==> src/rtl/jtag_tap_ctrl.sv <==
// -----------------------------------------------------------------------------
// jtag_tap_ctrl
// IEEE 1149.1-style TAP controller for the s9234 boundary-scan (BSR) and
// internal scan (ISR) chains. Decodes TMS into the 16-state TAP FSM, holds a
// 3-bit instruction register, steers capture/shift/update strobes to the
// selected chain, drives bs_en and muxes TDO.
//
// Ports:
//   CK          in   TCK; all state updates on the rising edge
//   reset       in   synchronous active-high, forces Test-Logic-Reset
//   TMS         in   test mode select
//   TDI         in   serial data in (IR / bypass internally)
//   TDO_BSR     in   serial out of the BSR chain
//   TDO_ISR     in   serial out of the ISR chain
//   TDO         out  serial data out (0 outside Shift-DR / Shift-IR)
//   TDO_EN      out  high in Shift-DR or Shift-IR
//   clockdr     out  BSR capture/shift enable
//   shiftdr     out  BSR shift select
//   updatedr    out  BSR update strobe
//   clockdr_is  out  ISR capture/shift enable
//   shiftdr_is  out  ISR shift select
//   updatedr_is out  ISR update strobe
//   bs_en       out  boundary test mode enable (EXTEST or INTSCAN active)
//   tap_state   out  current FSM state encoding
//   ir_q        out  active instruction
// -----------------------------------------------------------------------------
module jtag_tap_ctrl #(
  parameter int             IR_W      = 3,
  parameter logic [IR_W-1:0] I_EXTEST  = 3'b000,
  parameter logic [IR_W-1:0] I_SAMPLE  = 3'b001,
  parameter logic [IR_W-1:0] I_INTSCAN = 3'b010,
  parameter logic [IR_W-1:0] I_BYPASS  = 3'b111
) (
  input  logic            CK,
  input  logic            reset,
  input  logic            TMS,
  input  logic            TDI,
  input  logic            TDO_BSR,
  input  logic            TDO_ISR,
  output logic            TDO,
  output logic            TDO_EN,
  output logic            clockdr,
  output logic            shiftdr,
  output logic            updatedr,
  output logic            clockdr_is,
  output logic            shiftdr_is,
  output logic            updatedr_is,
  output logic            bs_en,
  output logic [3:0]      tap_state,
  output logic [IR_W-1:0] ir_q
);

  typedef enum logic [3:0] {
    S_TLR   = 4'hF, S_RTI   = 4'hC,
    S_SELDR = 4'h7, S_CAPDR = 4'h6, S_SHDR  = 4'h2, S_EX1DR = 4'h1,
    S_PSDR  = 4'h3, S_EX2DR = 4'h0, S_UPDDR = 4'h5,
    S_SELIR = 4'h4, S_CAPIR = 4'hE, S_SHIR  = 4'hA, S_EX1IR = 4'h9,
    S_PSIR  = 4'hB, S_EX2IR = 4'h8, S_UPDIR = 4'hD
  } tap_state_e;

  tap_state_e      r_state;
  tap_state_e      w_next;
  logic [IR_W-1:0] r_ir_sr;
  logic [IR_W-1:0] r_ir_q;
  logic            r_byp;
  logic            w_sel_bs;
  logic            w_sel_is;
  logic            w_tdo;

  // TAP state register
  always_ff @(posedge CK) begin
    if (reset) begin
      r_state <= S_TLR;
    end else begin
      r_state <= w_next;
    end
  end

  // TAP next-state decode from TMS
  always_comb begin
    w_next = S_TLR;
    case (r_state)
      S_TLR:   w_next = TMS ? S_TLR   : S_RTI;
      S_RTI:   w_next = TMS ? S_SELDR : S_RTI;
      S_SELDR: w_next = TMS ? S_SELIR : S_CAPDR;
      S_CAPDR: w_next = TMS ? S_EX1DR : S_SHDR;
      S_SHDR:  w_next = TMS ? S_EX1DR : S_SHDR;
      S_EX1DR: w_next = TMS ? S_UPDDR : S_PSDR;
      S_PSDR:  w_next = TMS ? S_EX2DR : S_PSDR;
      S_EX2DR: w_next = TMS ? S_UPDDR : S_SHDR;
      S_UPDDR: w_next = TMS ? S_SELDR : S_RTI;
      S_SELIR: w_next = TMS ? S_TLR   : S_CAPIR;
      S_CAPIR: w_next = TMS ? S_EX1IR : S_SHIR;
      S_SHIR:  w_next = TMS ? S_EX1IR : S_SHIR;
      S_EX1IR: w_next = TMS ? S_UPDIR : S_PSIR;
      S_PSIR:  w_next = TMS ? S_EX2IR : S_PSIR;
      S_EX2IR: w_next = TMS ? S_UPDIR : S_SHIR;
      S_UPDIR: w_next = TMS ? S_SELDR : S_RTI;
      default: w_next = S_TLR;
    endcase
  end

  // Instruction shift register and active instruction.
  // ir_q is forced to BYPASS on the edge entering TLR as well as every edge
  // spent in TLR, so the instruction already reads BYPASS in the first TLR
  // cycle even when the path there crossed Update-IR.
  always_ff @(posedge CK) begin
    if (reset) begin
      r_ir_sr <= '0;
      r_ir_q  <= I_BYPASS;
    end else begin
      case (r_state)
        S_CAPIR: r_ir_sr <= IR_W'(2'b01);
        S_SHIR:  r_ir_sr <= {TDI, r_ir_sr[IR_W-1:1]};
        default: r_ir_sr <= r_ir_sr;
      endcase
      if ((r_state == S_TLR) || (w_next == S_TLR)) begin
        r_ir_q <= I_BYPASS;
      end else if (r_state == S_UPDIR) begin
        r_ir_q <= r_ir_sr;
      end else begin
        r_ir_q <= r_ir_q;
      end
    end
  end

  // One-bit bypass register
  always_ff @(posedge CK) begin
    if (reset) begin
      r_byp <= 1'b0;
    end else begin
      case (r_state)
        S_CAPDR: r_byp <= 1'b0;
        S_SHDR:  r_byp <= TDI;
        default: r_byp <= r_byp;
      endcase
    end
  end

  // Chain selection; every undefined code falls through to bypass
  assign w_sel_bs = (r_ir_q == I_EXTEST) || (r_ir_q == I_SAMPLE);
  assign w_sel_is = (r_ir_q == I_INTSCAN);

  // TDO source select
  always_comb begin
    w_tdo = 1'b0;
    case (r_state)
      S_SHIR: w_tdo = r_ir_sr[0];
      S_SHDR: begin
        if (w_sel_bs) begin
          w_tdo = TDO_BSR;
        end else if (w_sel_is) begin
          w_tdo = TDO_ISR;
        end else begin
          w_tdo = r_byp;
        end
      end
      default: w_tdo = 1'b0;
    endcase
  end

  // Strobes decode only from registered state, so they move just after CK rises
  assign clockdr     = w_sel_bs & ((r_state == S_CAPDR) || (r_state == S_SHDR));
  assign shiftdr     = w_sel_bs & (r_state == S_SHDR);
  assign updatedr    = w_sel_bs & (r_state == S_UPDDR);
  assign clockdr_is  = w_sel_is & ((r_state == S_CAPDR) || (r_state == S_SHDR));
  assign shiftdr_is  = w_sel_is & (r_state == S_SHDR);
  assign updatedr_is = w_sel_is & (r_state == S_UPDDR);

  assign bs_en     = (r_ir_q == I_EXTEST) || (r_ir_q == I_INTSCAN);
  assign TDO       = w_tdo;
  assign TDO_EN    = (r_state == S_SHDR) || (r_state == S_SHIR);
  assign tap_state = r_state;
  assign ir_q      = r_ir_q;

endmodule

==> config.mk <==
export PLATFORM = sky130hd
export DESIGN_NAME = jtag_tap_ctrl
export DESIGN_NICKNAME = d
export VERILOG_FILES = /design/src/rtl/jtag_tap_ctrl.sv
export SDC_FILE = /design/constraint.sdc
export NUM_CORES = 1
export LEC_CHECK = 0
export BUFFER_PORTS_ARGS = -buffer_cell sky130_fd_sc_hd__buf_2
export CAP_MARGIN = 10
export CORE_UTILIZATION = 43
export DETAILED_ROUTE_END_ITERATION = 7
export PLACE_DENSITY = 0.83
export RECOVER_POWER = 100
export SLEW_MARGIN = 40
export SYNTH_ARGS = -nofsm -noshare
export SYNTH_HDL_FRONTEND = slang
export SYNTH_SLANG_ARGS = --single-unit
export TNS_END_PERCENT = 100
==> constraint.sdc <==
create_clock -name CK -period 1.4 [get_ports CK]
set_clock_uncertainty 0.2 [all_clocks]
set_input_delay 0.21 -clock CK [delete_from_list [all_inputs] [get_ports CK]]
set_output_delay 0.21 -clock CK [all_outputs]
set_load 0.005 [all_outputs]
### Word-level counts from Yosys, hierarchy flattened

Index checks and enable logic that the tools add are counted.

| operators by class | value |
|---|---|
| divide/modulo/power cells | 0 |
| bitwise operators | 6 |
| reductions and logical operators | 13 |
| shift-type cells | 0 |
| $lt $le $gt $ge | 0 |
| multiplexer cells | 18 |
| $add $sub $neg | 0 |
| $mul | 0 |
| equal/unequal tests | 18 |

Operator list:

| operator | number |
|---|---|
| one-hot mux 4 bit (12 select lines) | 1 |
| equality test 4 bit (second input constant) | 9 |
| equality test 4 x 3 -> 1 bit (second input constant) | 4 |
| 2-to-1 mux 2 bit | 6 |
| 2-to-1 mux 3 bit | 4 |
| equality test 4 x 2 -> 1 bit (second input constant) | 2 |
| AND 1 bit | 6 |
| one-hot mux 3 bit (2 select lines) | 1 |
| OR reduction 2 bit | 3 |
| logical OR 1 bit | 5 |
| equality test 4 x 1 -> 1 bit (second input constant) | 1 |
| logical NOT 4 bit | 1 |
| 2-to-1 mux 4 bit | 1 |
| one-hot mux 1 bit (2 select lines) | 2 |
| nonzero test 2 bit | 2 |
| equality test 3 x 1 -> 1 bit (second input constant) | 1 |
| equality test 3 x 2 -> 1 bit (second input constant) | 1 |
| logical NOT 3 bit | 1 |
| 2-to-1 mux 1 bit | 3 |
| OR reduction 3 bit | 1 |

| word-level totals | value |
|---|---|
| memory bits (read-only) | 0 |
| bits in latches | 0 |
| register bits after elaboration | 11 |
| output and inout port bits | 16 |
| input bits | 6 |
| memories kept | 0 |
| bits in writable memories | 0 |

### Depth between registers and ports, before layout

| logic depth | value |
|---|---|
| depth after elaboration | 6 |
| mapped depth | 5 |
| gate-level depth less buffers | 3 |

### Least setup slack after synthesis

Ideal clock, no wire load.

| path | value |
|---|---|
| path kind | register to output |
| start | register r_ir_q[2], in the netlist ir_q[2] |
| end | output TDO |
| cell stages (with the launch flop) | 4 |
| data required time | 0.990 ns |
| setup slack | -0.073 ns |
| buffers on the path | 0 |
| data arrival time | 1.063 ns |
| cells stage by stage | dfxtp_1 nor2_2 a311oi_1 a2111oi_1 |

| on the way | value |
|---|---|
| cells in the longest elaborated chain, start to end | 4 |

RTL lines:

| element | RTL line | RTL |
|---|---|---|
| start: declaration | 64 | `logic [IR_W-1:0] r_ir_q;` |
| start signal: assignment | 120 | `r_ir_q <= r_ir_sr;` |
| start signal: assignment | 122 | `r_ir_q <= r_ir_q;` |
| equality test 3 x 2 -> 1 bit, or another cell as far along | 142 | `assign w_sel_is = (r_ir_q == I_INTSCAN);` |
| 2-to-1 mux 1 bit / logical OR 1 bit (equally long branches) | 152, 141 |  |
| 2-to-1 mux 1 bit * | 150 | `if (w_sel_bs) begin` |
| one-hot mux 1 bit (2 select lines) * | 147 | `case (r_state)` |
| end: declaration | 40 | `output logic TDO,` |

Mark *: on every way between the ends. The rest lies on a longest branch, timed or not.

### Worst setup path in the final report

| path | value |
|---|---|
| start | register r_ir_q[1], in the netlist ir_q[1] |
| end | output TDO |

The elaborated chain is that of the path after synthesis.

==> run_results.csv <==
group,metric,value,unit
route,via_per_inst,6.081,
sta,setup_viol,16,
clocking,cts_num_sinks,11,
logic_synthesis,synth.most_common_cell,"dfxtp_1",
clocking,worstSkewPairLatency,290,ps
setup_path,critical_path_class,"reg -> out",
floorplanning,die_w,41.12,µm
global_routing,grt_max_degree,12,
floorplanning,die-area,1691,µm²
global_routing,grt_pass1_wl,2973,µm
logic_synthesis,syn_area_per_cell,8.331,µm²
floorplanning,die_h,41.12,µm
status,status,"finished, violations left",
power,power.density,863.3,nW/µm²
final_layout,fin_util,80.49,%
route,vias,827,
logic_synthesis,ys_types,31,
final_layout,fill_cells,79,
sta,slew_headroom,77.22,%
clocking,htree_levels,1,
sta,max_slew.worst_pin.slew,340.8,ps
sta,final.setup.worst_slack,-469.6,ps
sta,fmaxAchievable,0.5349,GHz
logic_synthesis,yosysSeqAreaShare,33.46,%
setup_path,crit_arrival,1460,ps
logic_synthesis,yosys_warnings,0,
status,failed_checks,"negative setup slack",
global_routing,grt_use_total,27.44,%
logic_synthesis,synth-seq-cells,11,
logic_synthesis,yosysTopAreaCellShare,33.46,%
final_layout,regArea,242.7,µm²
logic_synthesis,synth.area.top_cells,"dfxtp_1 33%, nand3b_1 6.8%, mux2i_1 6.1%",
placed_design,dp.cells,127,
route,drc_errors,0,
run,cap_violations,0,
setup_path,crit_required,990,ps
final_layout,multi_input_area,469.2,µm²
sta,rsz0062_at_grt,"true",
clocking,cts_tree,"built",
clocking,cts_root_buf,"clkbuf_4",
setup_path,end_kind,"output pin",
clocking,clkTransAtPathRegs,80,ps
sta,fin_tns_setup,-2864,ps
power,vdd_drop_max,590.5,µV
route,drt_first_iter_violations,23,
worst_hold_path,min_path_type,"in -> reg",
final_layout,final_area,1100,µm²
logic_synthesis,post-synth-top-area-cell,"dfxtp_1",
placed_design,dp_slack,-81.89,ps
clocking,cts_made_buffers,3,
final_layout,nets,128,
logic_synthesis,async_reset_ff_share,0,%
global_routing,antenna_found_initial,0,
logic_synthesis,synth_nets,85,
logic_synthesis,synthFlopType,"dfxtp_1",
logic_synthesis,synthTopCellsByCount,"11 x dfxtp_1, 8 x nand2_1, 6 x a21oi_1, 6 x nand3b_1, 5 x nor2b_1",
route,routedWlPerCell,17.97,µm
power,power_leakage,0.4817,nW
sta,hold_viol,0,
floorplanning,core_area,1366,µm²
power,power.total,949.4,µW
logic_synthesis,synth-edff-count,0,
logic_synthesis,postSynthCellCount,79,
floorplanning,io-pin-count,22,
placed_design,place.gp.congestion,0.8139,
sta,timing.hold.ws,9.792,ps
final_layout,final_cells,136,
sta,post-route-min-period,1870,ps
logic_synthesis,netlist_area,658.1,µm²
clocking,clockBufferDepth,2,
route,wl,2444,µm
setup_path,cp-start-kind,"flop",
final_layout,drive_gt1_share,60.33,%
global_routing,grt_overflow,0,
setup_path,cp_max_fo,6,
global_routing,first_global_vias,661,
placed_design,hpwl,1235,µm
final_layout,syn_to_final_growth,67.11,%
sta,fin_crit_sh,133.5,%
route,antenna_left,0,
clocking,cts_hold_buffers,0,
sta,slew_violations,0,
final_layout,antenna_cells,0,
route,firstDrtPassIters,4,
placed_design,port_buffers,21,
floorplanning,num_rows,13,
placed_design,dpl_cell_area,905.9,µm²
floorplanning,start_util,48.17,%
==> power breakdown <==
group	total, mW	internal, mW	leakage (nW)	switching [mW]
logic	0.336	0.182	0.376	0.154
registers	0.375	0.336	0.0903	0.0391
clock network	0.238	0.111	0.0150	0.128
==> final timing paths <==
kind / to / slack (ps) / start / cells after the start
worst max-delay path: TDO / -470 / ir_q[1]$_SDFFE_PP1P_ / 4
worst min-delay path: r_byp$_SDFFE_PP0N_ / 10 / reset / 2
worst max register to register: tap_state[1]$_SDFF_PP1_ / -160 / tap_state[0]$_SDFF_PP1_ / 5
worst min register to register: r_ir_sr[1]$_SDFFE_PP0N_ / 300 / r_ir_sr[1]$_SDFFE_PP0N_ / 2
==> placed cells by master, fill, tap and decap left out, types with 4 or more instances in the layout <==
master and n:
dfxtp_4 6, buf_4 12, buf_2 19, nand3b_1 6, nand2_1 7, a21oi_1 4
buf_6 14, mux2i_1 4, dfxtp_1 5
==> layer usage <==
metal	track usage (%)	vias up	wire [µm]
li1	-	366	-
met1	29.51	392	927
met2	49.61	57	1266
met3	3.804	12	158
met4	16.94	0	91
met5	0	-	0
==> registers in the layout, indices dropped and copies added (netlist names) <==
name,flops
tap_state,4
ir_q,3
r_ir_sr,3
r_byp,1
==> kinds of logic after synthesis <==
family          Yosys count  synth area share, %
simple gates             43                41.07
buf+inv                   7                6.464
mux                       4                6.084
compound gates           14                12.93
flops                    11                33.46
==> critical path, cell delays in order, from the launching register on <==
cell and delay, ps:
dfxtp_4 390, a21o_1 150, nand2_1 60, a2111oi_1 400
buf_2 180
==> layout make-up <==
class	instances	share of cell area (%)
Timing Repair Buffer	45	31.17
Multi-Input combinational cell	61	42.66
Tap cell	15	1.706
Sequential cell	11	22.07
Clock buffer	4	2.389
==> what timing repair did <==
| action | in CTS | in global routing |
|---|---|---|
| gates resized for setup | 17 | 21 |
| pin swaps | 5 | 6 |
| setup buffers | 6 | 1 |
| setup endpoints to repair | 18 | 20 |
No activity file was read; power rests on OpenSTA's default activity.
